===== src/rtl/muldiv_pkg.sv =====
// muldiv_pkg: op encoding and FSM state types shared by the multiply/divide unit.
package muldiv_pkg;
  typedef enum logic [2:0] {
    OP_MUL, OP_MULH, OP_MULHSU, OP_MULHU, OP_DIV, OP_DIVU, OP_REM, OP_REMU
  } op_e;
  typedef enum logic [1:0] {S_IDLE, S_MUL, S_DIV, S_FIN} state_e;
endpackage


===== src/rtl/ex_muldiv.sv =====
// ex_muldiv: iterative multiply/divide unit, one bit per cycle on magnitudes, sign fix in FIN.
// Divide ops are only built with MULDIV_DIV_EN; otherwise they complete at once flagged illegal.
module ex_muldiv
  import muldiv_pkg::*;
#(
  parameter int WordSize = 32
) (
  input  logic                clk,
  input  logic                rstn,
  input  logic                start,
  input  logic [2:0]          op,
  input  logic [WordSize-1:0] a,
  input  logic [WordSize-1:0] b,
  input  logic [4:0]          rdn_in,
  input  logic                flush,
  output logic                busy,
  output logic                done,
  output logic [WordSize-1:0] result,
  output logic [4:0]          rdn,
  output logic                illegal
);
  localparam int W = WordSize;
  localparam int CW = $clog2(W + 1);
  state_e state_q, state_d;
  op_e op_q, op_d;
  logic [2*W-1:0] acc_q, acc_d, prod;
  logic [W-1:0] m_q, m_d, result_q, result_d, ma, mb, mul_res, res_fin;
  logic [4:0] rd_q, rd_d, rdn_q, rdn_d;
  logic [CW-1:0] cnt_q, cnt_d;
  logic neg_q, neg_d, a_neg, b_neg, last, fin_ok;
  logic [W:0] sum;
  assign a_neg = a[W-1] & (op == OP_MULH || op == OP_MULHSU || op == OP_DIV || op == OP_REM);
  assign b_neg = b[W-1] & (op == OP_MULH || op == OP_DIV || op == OP_REM);
  assign ma = a_neg ? -a : a;
  assign mb = b_neg ? -b : b;
  assign last = cnt_q == CW'(W - 1);
  assign fin_ok = (state_q == S_FIN) & ~flush;
  // acc holds {partial product, multiplier} while multiplying, {remainder, quotient} while dividing
  assign sum = {1'b0, acc_q[2*W-1:W]} + (acc_q[0] ? {1'b0, m_q} : '0);
  assign prod = neg_q ? -acc_q : acc_q;
  assign mul_res = (op_q == OP_MUL) ? prod[W-1:0] : prod[2*W-1:W];
`ifdef MULDIV_DIV_EN
  logic negr_q, negr_d, spec_q, spec_d, div0, ovf;
  logic [W:0] diff;
  logic [W-1:0] quo, rem;
  assign div0 = b == '0;
  assign ovf = ~op[0] & (a == {1'b1, {(W-1){1'b0}}}) & (b == '1);
  assign diff = {acc_q[2*W-1:W], acc_q[W-1]} - {1'b0, m_q};
  assign quo = neg_q ? -acc_q[W-1:0] : acc_q[W-1:0];
  assign rem = negr_q ? -acc_q[2*W-1:W] : acc_q[2*W-1:W];
  assign res_fin = op_q[2] ? (op_q[1] ? rem : quo) : mul_res;
  assign illegal = 1'b0;
`else
  assign res_fin = op_q[2] ? '0 : mul_res;
  assign illegal = fin_ok & op_q[2];
`endif
  always_comb begin
    state_d = state_q;
    acc_d = acc_q;
    m_d = m_q;
    cnt_d = cnt_q;
    neg_d = neg_q;
    op_d = op_q;
    rd_d = rd_q;
`ifdef MULDIV_DIV_EN
    negr_d = negr_q;
    spec_d = spec_q;
`endif
    unique case (state_q)
      S_IDLE: if (start && !flush) begin
        op_d = op_e'(op);
        rd_d = rdn_in;
        cnt_d = '0;
        m_d = ma;
        acc_d = {{W{1'b0}}, mb};
        neg_d = a_neg ^ b_neg;
        state_d = S_MUL;
        if (op[2]) begin
`ifdef MULDIV_DIV_EN
          // special cases preload the final quotient/remainder and skip iteration
          m_d = mb;
          acc_d = div0 ? {a, {W{1'b1}}} : {{W{1'b0}}, ovf ? a : ma};
          neg_d = ~(div0 | ovf) & (a_neg ^ b_neg);
          negr_d = ~(div0 | ovf) & a_neg;
          spec_d = div0 | ovf;
          state_d = S_DIV;
`else
          state_d = S_FIN;
`endif
        end
      end
      S_MUL: begin
        acc_d = {sum, acc_q[W-1:1]};
        cnt_d = cnt_q + CW'(1);
        state_d = last ? S_FIN : S_MUL;
      end
`ifdef MULDIV_DIV_EN
      S_DIV: if (spec_q) state_d = S_FIN;
      else begin
        acc_d = {diff[W] ? {acc_q[2*W-2:W], acc_q[W-1]} : diff[W-1:0], acc_q[W-2:0], ~diff[W]};
        cnt_d = cnt_q + CW'(1);
        state_d = last ? S_FIN : S_DIV;
      end
`endif
      default: state_d = S_IDLE;
    endcase
    if (flush) state_d = S_IDLE;
  end
  assign result_d = fin_ok ? res_fin : result_q;
  assign rdn_d = fin_ok ? rd_q : rdn_q;
  assign result = result_d;
  assign rdn = rdn_d;
  assign done = fin_ok;
  assign busy = (state_q == S_MUL) | (state_q == S_DIV);
  always_ff @(posedge clk or negedge rstn) begin
    if (!rstn) begin
      state_q <= S_IDLE;
      op_q <= OP_MUL;
      acc_q <= '0;
      m_q <= '0;
      cnt_q <= '0;
      neg_q <= 1'b0;
      rd_q <= '0;
      result_q <= '0;
      rdn_q <= '0;
`ifdef MULDIV_DIV_EN
      negr_q <= 1'b0;
      spec_q <= 1'b0;
`endif
    end else begin
      state_q <= state_d;
      op_q <= op_d;
      acc_q <= acc_d;
      m_q <= m_d;
      cnt_q <= cnt_d;
      neg_q <= neg_d;
      rd_q <= rd_d;
      result_q <= result_d;
      rdn_q <= rdn_d;
`ifdef MULDIV_DIV_EN
      negr_q <= negr_d;
      spec_q <= spec_d;
`endif
    end
  end
endmodule


===== config.mk =====
export PLATFORM = sky130hd
export DESIGN_NAME = ex_muldiv
export DESIGN_NICKNAME = d
export VERILOG_FILES = /design/src/rtl/muldiv_pkg.sv /design/src/rtl/ex_muldiv.sv
export SDC_FILE = /design/constraint.sdc
export NUM_CORES = 1
export LEC_CHECK = 0
export ABC_AREA = 1
export CAP_MARGIN = 10
export CELL_PAD_IN_SITES_DETAIL_PLACEMENT = 1
export CELL_PAD_IN_SITES_GLOBAL_PLACEMENT = 1
export CORE_ASPECT_RATIO = 0.5
export CORE_MARGIN = 8
export CORE_UTILIZATION = 45
export CTS_CLUSTER_DIAMETER = 50
export DETAILED_ROUTE_END_ITERATION = 16
export DONT_BUFFER_PORTS = 1
export GPL_TIMING_DRIVEN = 0
export PLACE_DENSITY_LB_ADDON = 0.25
export SETUP_SLACK_MARGIN = 0.5
export SYNTH_ARGS = -nofsm -noshare
export SYNTH_HDL_FRONTEND = slang
export SYNTH_SLANG_ARGS = --single-unit

===== constraint.sdc =====
create_clock -name clk -period 2.6 [get_ports clk]
set_input_delay 0.65 -clock clk [delete_from_list [all_inputs] [get_ports clk]]
set_output_delay 0.65 -clock clk [all_outputs]
set_load 0.01 [all_outputs]

==> out/results.ini, run 1 <==
[clock_network]
numCtsBuffers=17
htreeDepth=4
cts.sinks=150
cts_root_buffer=clkbuf_16
clk_path_buf_depth=2

[synth]
synth_cell_types=52
synth_area_um2=12790
synth_top_area_share=0.2934
synth_seq_area_share=0.2934
ys_seq_elements=150
async_flop_share=1.000
yosys.area.top_type=dfrtp_1
yosys_warnings=0
synth_edf_count=0
synth_ff_type=dfrtp_1
syn-num-nets=2194
synthTopCellsByArea=dfrtp_1, nand2_1, nand3_1
avgSynthCellArea_um2=6.157
synthCells=2078

[placement]
dp.cells=2460
gp_congestion=0.9865
dp.final_hpwl_um=41670
port_buffers=0

[global_route]
globalRouteTotalUtil=0.7066
grt-ovfl-total=94
antenna_found_initial=5
grt_start_max_net_pins=151

[run_status]
firstError=[ERROR GRT-0232] Routing congestion too high. Check the congestion heatmap in the GUI.
status=did not finish
lastStage=global routing

[die]
initial_core_util=0.4600
row_count=43
die_w_um=254.5
die_h_um=135.2
io_pins=116

[timing]
worst_endpoint_kind=primary output
worst_endpoint=result[10]

-- metal layers --
metal,GRT usage,GRT overflow
met5,0.1997,0
met4,0.6830,40
met3,0.6036,0
met2,0.8510,54
met1,0.7060,0
-- kinds of logic after synthesis --
| logic type | Yosys count | share of synthesized area |
|---|---|---|
| xor gates and xnor gates | 32 | 0.02191 |
| buffers and inverters | 309 | 0.09583 |
| DFF | 150 | 0.2934 |
| AOI/OAI and AO/OA | 286 | 0.1279 |
| and+or+nand+nor | 1261 | 0.4213 |
| adders and majority gates | 40 | 0.03970 |
-- synth_stat cells (9+ instances only) --
master	count
nand2_1	717
inv_1	244
nor2_1	226
nand3_1	195
dfrtp_1	150
o21ai_0	106
a21oi_1	86
ha_1	39
nand4_1	28
nor3_1	26
clkbuf_1	24
xor2_1	24
buf_2	23
o21ai_1	20
o22ai_1	17
nand2_2	15
o21bai_1	15
nor2_2	12
o221ai_1	12
nand3b_1	9
-- through the flow --
stage / hold slack (ns) / cell area (µm²) / utilization / setup slack, ns
2_1_floorplan: 0.3544 / 12870 / - / 0.4032
3_3_place_gp: 0.3688 / 13350 / 0.4798 / -0.1279
3_5_place_dp: 0.3696 / 13350 / 0.4798 / -0.1651
4_1_cts: -0.1248 / 16480 / 0.5923 / -0.3592
-- timing repair --
| item | 4_1_cts |
|---|---|
| endpoints found under the setup margin | 122 |
| buffers inserted | 78 |
| gates cloned | 3 |
| resized for setup | 518 |
| pin swaps | 141 |
| hold endpoints to repair | 150 |
==> run 2, diff against run 1 <==
==> config.mk (replaced) <==
export PLATFORM = sky130hd
export DESIGN_NAME = ex_muldiv
export DESIGN_NICKNAME = d
export VERILOG_FILES = /design/src/rtl/muldiv_pkg.sv /design/src/rtl/ex_muldiv.sv
export SDC_FILE = /design/constraint.sdc
export NUM_CORES = 1
export LEC_CHECK = 0
export ABC_AREA = 1
export CAP_MARGIN = 10
export CORE_MARGIN = 8
export CORE_UTILIZATION = 30
export DETAILED_ROUTE_END_ITERATION = 16
export DONT_BUFFER_PORTS = 1
export GPL_TIMING_DRIVEN = 0
export PLACE_DENSITY_LB_ADDON = 0.15
export SYNTH_ARGS = -nofsm -noshare
export SYNTH_HDL_FRONTEND = slang
export SYNTH_SLANG_ARGS = --single-unit
==> out/results.ini, run 2 <==
[run_status]
status=complete, but fails checks
violations=hold timing, setup timing

[setup_path]
critPathRequiredTime_ns=1.95
reg2reg_depth=18
crit_path_max_fanout=5
end_kind=output port
crit_type=register to output port
r2r_slack_ns=-0.03
start_kind=register
crit_arrival_ns=2.33

[detailed_routing]
drt_drc_violations_left=0
ant_nets=0
wl_per_cell_um=19.21
routed_wirelength_um=52160
drt-vias-per-instance=5.165
drtIter0Drc=1139
drtPass1Iterations=6
num_vias=14020

[final_layout]
final_common_cell=nand2_1
stdcell_count=2715
largest_register_ffs=64
design_area_um2=16350
diodes=0
layout-drive-gt1-share=0.2449
syn2layout_area_growth_pct=27.82
nets=2280
final_cell_mix=nand2_1, inv_1, nor2_1, nand3_1, dfrtp_1
final_util=0.3890
top_register=acc_q
top_regs=acc_q: 64 flops, m_q: 32 flops, result_q: 32 flops

[timing]
setup_violations=35
finalHoldViolCount=150
fin_hold_ws_ns=-0.1202
setup_slack_ns=-0.3778
worstMarginPinSlew_ns=0.7281
finalMaxSlewViolations=0
period_share=1.145
fmax_mhz=335.8
relSlewSlack=0.5146
rsz0062_at_grt=true
skew_ns=0.01099
period_needed_ns=2.978

[die]
die-area_um2=49510
io_pins=116  ; unchanged
initial_core_util=0.3043  ; -0.1556
die_h_um=222.5  ; +65%
core_um2=42040
row_count=75  ; +74%
die_w_um=222.5  ; -13%

[clock_network]
worstSkewPairLatency_ns=0.47
cts_root_buffer=clkbuf_16
numCtsBuffers=17  ; unchanged
cts.sinks=150  ; unchanged
clk_path_buf_depth=2  ; unchanged
clk_transition_reported_paths_ns=0.06
cts_tree=built
htreeDepth=4  ; unchanged

[synth]
async_flop_share=1.000  ; unchanged
synthCells=2078  ; unchanged
synth_top_area_share=0.2934  ; unchanged
synth_cell_types=52  ; unchanged
synth_common_cells=nand2_1, inv_1, nor2_1
ys_seq_elements=150  ; unchanged
avgSynthCellArea_um2=6.157  ; unchanged
yosys.area.top_type=dfrtp_1
synth_edf_count=0  ; unchanged
synth_most_common_cell=nand2_1
syn-num-nets=2194  ; unchanged
synth_area_um2=12790  ; unchanged
synth_ff_type=dfrtp_1
synthTopCellsByArea=dfrtp_1, nand2_1, nand3_1
yosys_warnings=0  ; unchanged
synth_seq_area_share=0.2934  ; unchanged

[worst_hold_path]
hp-class=input port to asynchronous set/reset pin

[global_route]
antenna_found_initial=0
grt_start_max_net_pins=151
grt_pass1_vias=13610
globalRouteTotalUtil=0.2065
grt_pass1_wl_um=79230
grt-ovfl-total=0

[placement]
port_buffers=0  ; unchanged
placed_cell_area_um2=13470  ; +0.93%
dp.cells=2617  ; +6.4%
gp_congestion=0.9552  ; -3.2%
dp.final_hpwl_um=41750  ; +0.18%

[job]
max_cap_viol_count=0

[power]
ir_drop_mv=0.3043
cellLeakagePower_uw=0.008145
power_density_nw_per_um2=684.6
power_uw=11200

-- run 2: cell counts after synthesis --
No cell type changed its count.
-- run 2: worst max-delay path, cell delays in order (launching register included) --
cell	delay (ns)
dfrtp_1	0.38
buf_8	0.13
inv_8	0.05
ha_4	0.15
nand3_4	0.13
nor2_8	0.17
nand2_4	0.11
buf_4	0.16
a21oi_1	0.18
o21ai_2	0.12
inv_1	0.10
nand2_4	0.08
nand2_4	0.09
-- run 2: kinds of logic (layout without fill, tap and decap cells) --
logic type	Yosys count	count (layout)	synth area share
simple gates	1261	1262	0.4213
compound gates	286	286	0.1279
flops	150	150	0.2934
xor+xnor	32	32	0.02191
buf+inv	309	406	0.09583
fa+ha+maj	40	40	0.03970
-- run 2: final cells by class --
type | count | area (µm²)
plain buffers | 55 | 369.1
clock buffers | 18 | 439.2
clock inverters | 13 | 187.7
fillers | 4510 | 25690
inverters | 254 | 974.7
multi-input cells | 1620 | 9389
flip-flops and latches | 150 | 3802
well taps | 539 | 674.4
repair buffers | 66 | 518.0
-- run 2: what timing repair did --
item | 4_1_cts | 5_1_grt
buffers inserted | 41 | 25
resized for setup | 247 | 255
endpoints found under the hold margin | 150 | 150
endpoints found under the setup margin | 68 | 61
pin swaps | 54 | 78
cloned | 1 | 0
-- run 2: per-stage QoR --
step	setup slack, ns	TNS, ns
after floorplan	0.2824	0
after global placement	-0.8194	-22.91
after detailed placement	-0.7781	-21.75
after CTS	-0.4223	-9.893
after global routing	-0.4942	-14.00
final	-0.3778	-7.858
-- run 2: metal layers --
| layer | up-vias | global-route usage | routed length, µm |
|---|---|---|---|
| met5 | - | 0 | 0 |
| met4 | 0 | 0.06988 | 1545 |
| met3 | 81 | 0.05888 | 3943 |
| met2 | 429 | 0.3217 | 22970 |
| met1 | 6614 | 0.2713 | 23710 |
| li1 | 6900 | - | - |
-- run 2: where the power goes --
part,total [µW],leakage (µW),switching (µW),internal (µW)
combinational,5110,0.00594,3320,1790
sequential,3360,0.00190,488,2880
clock,2720,0.000301,1160,1560
total,11200,0.00814,4970,6230
-- run 2: path summary, 6_finish.rpt --
path,from,endpoint
worst max-delay path,acc_q[0],result[18]
worst min-delay path,rstn,acc_q[2]
worst max register to register,acc_q[0],acc_q[61]
worst min register to register,rd_q[0],rd_q[0]
max in group asynchronous,rstn,acc_q[54]
min in group clk,flush,state_q[0]
(Power assumes the default switching activity.)
==> run 3, diff against run 2 <==
--- a/config.mk
+++ b/config.mk
@@ -12,7 +12,7 @@
 export DETAILED_ROUTE_END_ITERATION = 16
 export DONT_BUFFER_PORTS = 1
 export GPL_TIMING_DRIVEN = 0
-export PLACE_DENSITY_LB_ADDON = 0.15
+export PLACE_DENSITY = 0.45
 export SYNTH_ARGS = -nofsm -noshare
 export SYNTH_HDL_FRONTEND = slang
 export SYNTH_SLANG_ARGS = --single-unit
==> constraint.sdc (replaced) <==
create_clock -name clk -period 2.7 [get_ports clk]
set_input_delay 0.675 -clock clk [delete_from_list [all_inputs] [get_ports clk]]
set_output_delay 0.675 -clock clk [all_outputs]
set_load 0.01 [all_outputs]
==> out/results.ini, run 3 (synthesized netlist as in run 2, its figures left out) <==
[run_status]
status=complete, but fails checks
violations=hold timing, setup timing

[global_route]
antenna_found_initial=2  ; +2
grt-ovfl-total=0  ; unchanged
use_met1=0.3054  ; +0.03406
grt_start_max_net_pins=151  ; unchanged
grt_pass1_wl_um=83320  ; +5.2%
gr-max-usage-layer=met2
globalRouteTotalUtil=0.2208  ; +0.01422
grt_pass1_vias=13500  ; -0.81%
grtUsageMet2=0.3400  ; +0.01826
grt.met3_usage=0.04228  ; -0.01660

[detailed_routing]
drt-vias-per-instance=5.127  ; -0.75%
num_vias=13890  ; -0.93%
routed_wirelength_um=54680  ; +4.8%
ant_nets=0  ; unchanged
wl_per_cell_um=20.18  ; +5.0%
drtPass1Iterations=5  ; -1
drt_drc_violations_left=0  ; unchanged
drtIter0Drc=933  ; -18%

[power]
intPower_uw=5965  ; -4.2%
switching_share=0.4519  ; +0.008190
p_clk_frac=0.243  ; about the same
combPwrFrac=0.458  ; +0.002
power_density_nw_per_um2=675.7  ; -1.3%
ir_drop_mv=0.4204  ; +38%
cellLeakagePower_uw=0.008124  ; -0.26%
seq_power_share=0.299  ; about the same
switching_power_uw=4917  ; -1.0%

[die]
die-area_um2=49510  ; unchanged
io_pins=116  ; unchanged
core_um2=42040  ; unchanged
die_w_um=222.5  ; unchanged
die_h_um=222.5  ; unchanged
row_count=75  ; unchanged
initial_core_util=0.3043  ; unchanged

[timing]
rsz0062_at_grt=true
skew_ns=0.01373  ; +0.002743 ns
finalMaxSlewViolations=0  ; unchanged
period_share=1.114
relSlewSlack=0.4916  ; -0.02296
setup_violations=32  ; -8.6%
finalSetupTns_ns=-7.248  ; +0.6098 ns
fin_hold_ws_ns=-0.1159  ; +0.004221 ns
worstMarginPinSlew_ns=0.7626  ; +0.03444 ns
period_needed_ns=3.008
setup_slack_ns=-0.3075  ; +0.07028 ns
finalHoldViolCount=150  ; unchanged
fmax_mhz=332.5

[job]
max_cap_viol_count=0  ; unchanged

[clock_network]
clk_transition_reported_paths_ns=0.07  ; about the same
htreeDepth=4  ; unchanged
cts.sinks=150  ; unchanged
clk_path_buf_depth=2  ; unchanged
cts_tree=built
numCtsBuffers=17  ; unchanged
cts_root_buffer=clkbuf_16
worstSkewPairLatency_ns=0.49  ; +0.02 ns

[placement]
dp.final_hpwl_um=43430  ; +4.0%
port_buffers=0  ; unchanged
gp_congestion=0.9135  ; -4.4%
placed_cell_area_um2=13470  ; unchanged
dpl_worst_slack_ns=-0.8954  ; -0.1173 ns

[final_layout]
final_cell_mix=nand2_1, inv_1, nor2_1, nand3_1, dfrtp_1
top_regs=acc_q: 64 flops, m_q: 32 flops, result_q: 32 flops
final_util=0.3831  ; -0.005953
final_common_cell=nand2_1
layout-drive-gt1-share=0.2197  ; -0.02523
n_fill_cell=4670  ; +3.5%
largest_register_ffs=64  ; unchanged
top_register=acc_q
nets=2274  ; -0.26%
diodes=0  ; unchanged
syn2layout_area_growth_pct=25.87
design_area_um2=16100  ; -1.5%

[setup_path]
start_kind=register
crit_path_max_fanout=6  ; +1
critPathRequiredTime_ns=2.03  ; +0.08 ns
end_kind=output port
crit_arrival_ns=2.33  ; about the same
reg2reg_depth=15  ; -3
crit_type=register to output port

[worst_hold_path]
hp-class=input port to asynchronous set/reset pin

-- run 3: cell types whose count changed in the layout (fill, tap and decap cells not counted), sizes merged --
| cell | before | now |
|---|---|---|
| inv | 257 | 259 |
| nand2 | 739 | 738 |
| buf | 99 | 94 |
| clkbuf | 40 | 39 |
-- run 3: timing repair --
action                     in CTS  in global routing
buffers inserted               53                  9
hold endpoints to repair      150                150
pin swaps                      57                 83
setup endpoints to repair      57                 58
gates resized for setup       294                153
-- run 3: cell type report --
type / count / area, µm² / area share
Timing Repair Buffer: 62 / 570.5 / 0.03543
Inverter: 254 / 968.4 / 0.06014
Buffer: 54 / 351.6 / 0.02183
Clock inverter: 15 / 192.7 / 0.01196
Tap cell: 539 / 674.4 / 0.04188
Multi-Input combinational cell: 1619 / 9120 / 0.5663
Sequential cell: 150 / 3801 / 0.2360
Clock buffer: 17 / 425.4 / 0.02642
-- run 3: final timing paths --
check,start,end,slack [ns]
worst max-delay path,acc_q[1],result[10],-0.31
worst min-delay path,rstn,cnt_q[0],-0.12
worst max register to register,acc_q[0],acc_q[50],0.14
worst min register to register,rd_q[1],rd_q[1],0.48
max in group asynchronous,rstn,acc_q[46],2.43
min in group clk,flush,state_q[0],0.29
-- run 3: worst max-delay path, cell delays in order, from the launching register on --
cell     delay, ns
dfrtp_2       0.44
inv_2         0.08
ha_4          0.15
nand3_4       0.11
nor2_8        0.18
nand2_4       0.09
o21ai_4       0.28
nand2_1       0.08
nand2_1       0.08
nand3_2       0.13
nand2_2       0.14
nand2_4       0.07
-- run 3: metrics by stage --
| stage | std cells | power, µW |
|---|---|---|
| 2_1_floorplan | 2078 | 5719 |
| 3_3_place_gp | 2617 | 6925 |
| 3_5_place_dp | 2617 | 6942 |
| 4_1_cts | 2702 | 10490 |
| 5_1_grt | 2710 | 11540 |
| 6_report | 2710 | 10880 |
-- run 3: routing by layer --
metal,share of wire,vias to the layer above
li1,-,6875
met1,0.48,6565
met2,0.44,378
met3,0.056,73
met4,0.027,2
met5,0.00022,-
-- run 3: power by group through the flow --
stage	Sequential (µW)	Combinational, µW	Clock [µW]
final	3250	4980	2650
after floorplan	3040	2680	0
after detailed placement	3200	3740	0
after global placement	3200	3720	0
after CTS	3210	4560	2720
after global routing	3310	5430	2800
==> run 4, diff against run 3 <==
--- a/config.mk
+++ b/config.mk
@@ -12,7 +12,7 @@
 export DETAILED_ROUTE_END_ITERATION = 16
 export DONT_BUFFER_PORTS = 1
 export GPL_TIMING_DRIVEN = 0
-export PLACE_DENSITY = 0.45
+export PLACE_DENSITY_LB_ADDON = 0.1
 export SYNTH_ARGS = -nofsm -noshare
 export SYNTH_HDL_FRONTEND = slang
 export SYNTH_SLANG_ARGS = --single-unit
==> out/results.ini, run 4 (synthesized netlist as in run 2, its figures left out) <==
[final_layout]
stdcell_count=2693  ; -0.63%
top_regs=acc_q: 64 flops, m_q: 32 flops, result_q: 32 flops
nets=2257  ; -0.75%
top_register=acc_q
largest_register_ffs=64  ; unchanged
syn2layout_area_growth_pct=23.08
diodes=0  ; unchanged
final_cell_mix=nand2_1, inv_1, nor2_1, nand3_1, dfrtp_1
design_area_um2=15750  ; -2.2%
layout-drive-gt1-share=0.2080  ; -0.01173
final_common_cell=nand2_1

[job]
max_cap_viol_count=0  ; unchanged

[global_route]
antenna_found_initial=0  ; -2
grt_pass1_wl_um=81070  ; -2.7%
globalRouteTotalUtil=0.2148  ; -0.005944
grt_pass1_vias=13180  ; -2.3%
grt-ovfl-total=0  ; unchanged
grt_start_max_net_pins=151  ; unchanged

[setup_path]
critical-path-max-stage-delay_ns=0.37  ; -0.07 ns
cp_slowest_cell=dfrtp_1
crit_arrival_ns=2.34  ; about the same
cp.buffers_inverters=3  ; +2
end_kind=output port
cp_cell_sequence=buf_6 -> inv_8 -> ha_4 -> nand3_4 -> nor2_8 -> buf_4 -> nand4_1 -> nand2_2 -> nand2_1 -> nand2_1 -> nand3_2 -> nand2_2 -> nand2_4
start_kind=register
critPathRequiredTime_ns=2.03  ; about the same
worst-path-stages=13  ; +2
reg2reg_depth=17  ; +2
crit_type=register to output port
path_delay_family=simple AND/OR/NAND/NOR gates
crit_path_max_fanout=5  ; -1

[timing]
fmax_mhz=332.2  ; -0.10%
finalMaxSlewViolations=0  ; unchanged
period_needed_ns=3.011  ; +0.003057 ns
skew_ns=0.02552  ; +0.01179 ns
period_share=1.115  ; +0.001132
finalHoldViolCount=150  ; unchanged
fin_hold_ws_ns=-0.1020  ; +0.01396 ns
setup_violations=32  ; unchanged
finalSetupTns_ns=-5.893  ; +1.356 ns
rsz0062_at_grt=true
setup_slack_ns=-0.3106  ; -0.003057 ns
worstMarginPinSlew_ns=0.8678  ; +0.1053 ns
relSlewSlack=0.4214  ; -0.07018

[die]
initial_core_util=0.3043  ; unchanged
core_um2=42040  ; unchanged
die_w_um=222.5  ; unchanged
io_pins=116  ; unchanged
die_h_um=222.5  ; unchanged
die-area_um2=49510  ; unchanged
row_count=75  ; unchanged

[clock_network]
clk_transition_reported_paths_ns=0.07  ; about the same
numCtsBuffers=17  ; unchanged
cts.sinks=150  ; unchanged
htreeDepth=4  ; unchanged
worstSkewPairLatency_ns=0.49  ; about the same
cts_root_buffer=clkbuf_16
clk_path_buf_depth=2  ; unchanged
cts_tree=built

[placement]
dpl_worst_slack_ns=-0.7750  ; +0.1203 ns
gp_congestion=0.9434  ; +3.3%
placed_cell_area_um2=13470  ; unchanged
dp.final_hpwl_um=43610  ; +0.42%
dp.cells=2617  ; unchanged
port_buffers=0  ; unchanged

[detailed_routing]
met1_length_um=25170  ; -3.8%
drtIter0Drc=1016  ; +8.9%
drt-vias-per-instance=5.126  ; about the same
wl_met2_um=23010  ; -4.0%
drt_drc_violations_left=0  ; unchanged
dr_wl_met3_um=4101  ; +34%
num_vias=13800  ; -0.65%
routed_wirelength_um=53900  ; -1.4%
wl_per_cell_um=20.01  ; -0.80%
ant_nets=0  ; unchanged
routed.top_layer=met4
drtPass1Iterations=6  ; +1

[run_status]
violations=hold timing, setup timing
status=complete, but fails checks

[power]
ir_drop_mv=0.4734  ; +13%
power_density_nw_per_um2=669.5  ; -0.91%
cellLeakagePower_uw=0.007913  ; -2.6%

[worst_hold_path]
hp-class=input port to asynchronous set/reset pin

==> run 4: cell count changes in the layout (fill, tap and decap cells not counted), sizes merged <==
cell	previous run	this run
inv	259	260
clkbuf	39	37
clkinv	4	6
buf	94	78
nand2	738	739
clkinvlp	3	0
==> run 4: layout make-up <==
| cell class | count | area (µm²) |
|---|---|---|
| Fill cell | 4658 | 26290 |
| Multi-Input combinational cell | 1620 | 8960 |
| Sequential cell | 150 | 3796 |
| Inverter | 254 | 973.4 |
| Tap cell | 539 | 674.4 |
| Clock buffer | 17 | 425.4 |
| Buffer | 55 | 356.6 |
| Timing Repair Buffer | 43 | 350.3 |
| Clock inverter | 15 | 211.5 |
==> run 4: stage by stage <==
step | util | total power (µW) | hold WS [ns]
2_1_floorplan | - | 5719 | 0.3794
3_3_place_gp | 0.3204 | 6945 | 0.3874
3_5_place_dp | 0.3204 | 6961 | 0.3879
4_1_cts | 0.3529 | 10170 | -0.1573
5_1_grt | 0.3746 | 11210 | -0.1376
6_report | 0.3746 | 10540 | -0.1020
==> run 4: power by group <==
group | leakage (µW) | internal (µW) | total (µW) | switching, µW
Clock | 0.000315 | 1500 | 2660 | 1160
Sequential | 0.00191 | 2770 | 3280 | 508
Combinational | 0.00569 | 1570 | 4600 | 3040
Total | 0.00791 | 5840 | 10500 | 4710
==> run 4: routing by layer <==
| layer | vias up | global-route usage |
|---|---|---|
| met5 | - | 0 |
| met4 | 0 | 0.07838 |
| met3 | 73 | 0.05216 |
| met2 | 441 | 0.3204 |
| met1 | 6433 | 0.2969 |
| li1 | 6856 | - |
==> run 4: path summary, 6_finish.rpt <==
| check | slack, ns | start | end |
|---|---|---|---|
| max in group asynchronous | 2.41 | rstn | result_q[20] |
| setup reg to reg | 0.08 | acc_q[0] | acc_q[50] |
| min in group clk | 0.30 | flush | state_q[0] |
| hold reg to reg | 0.48 | rd_q[4] | rd_q[4] |
| hold / removal | -0.10 | rstn | cnt_q[1] |
| setup / recovery | -0.31 | acc_q[0] | result[28] |
==> run 4: what timing repair did <==
item / CTS / global route
pin swaps: 29 / 44
gates cloned: 1 / 0
setup buffers: 18 / 25
hold endpoints to repair: 150 / 150
gates resized for setup: 179 / 209
setup endpoints to repair: 62 / 53
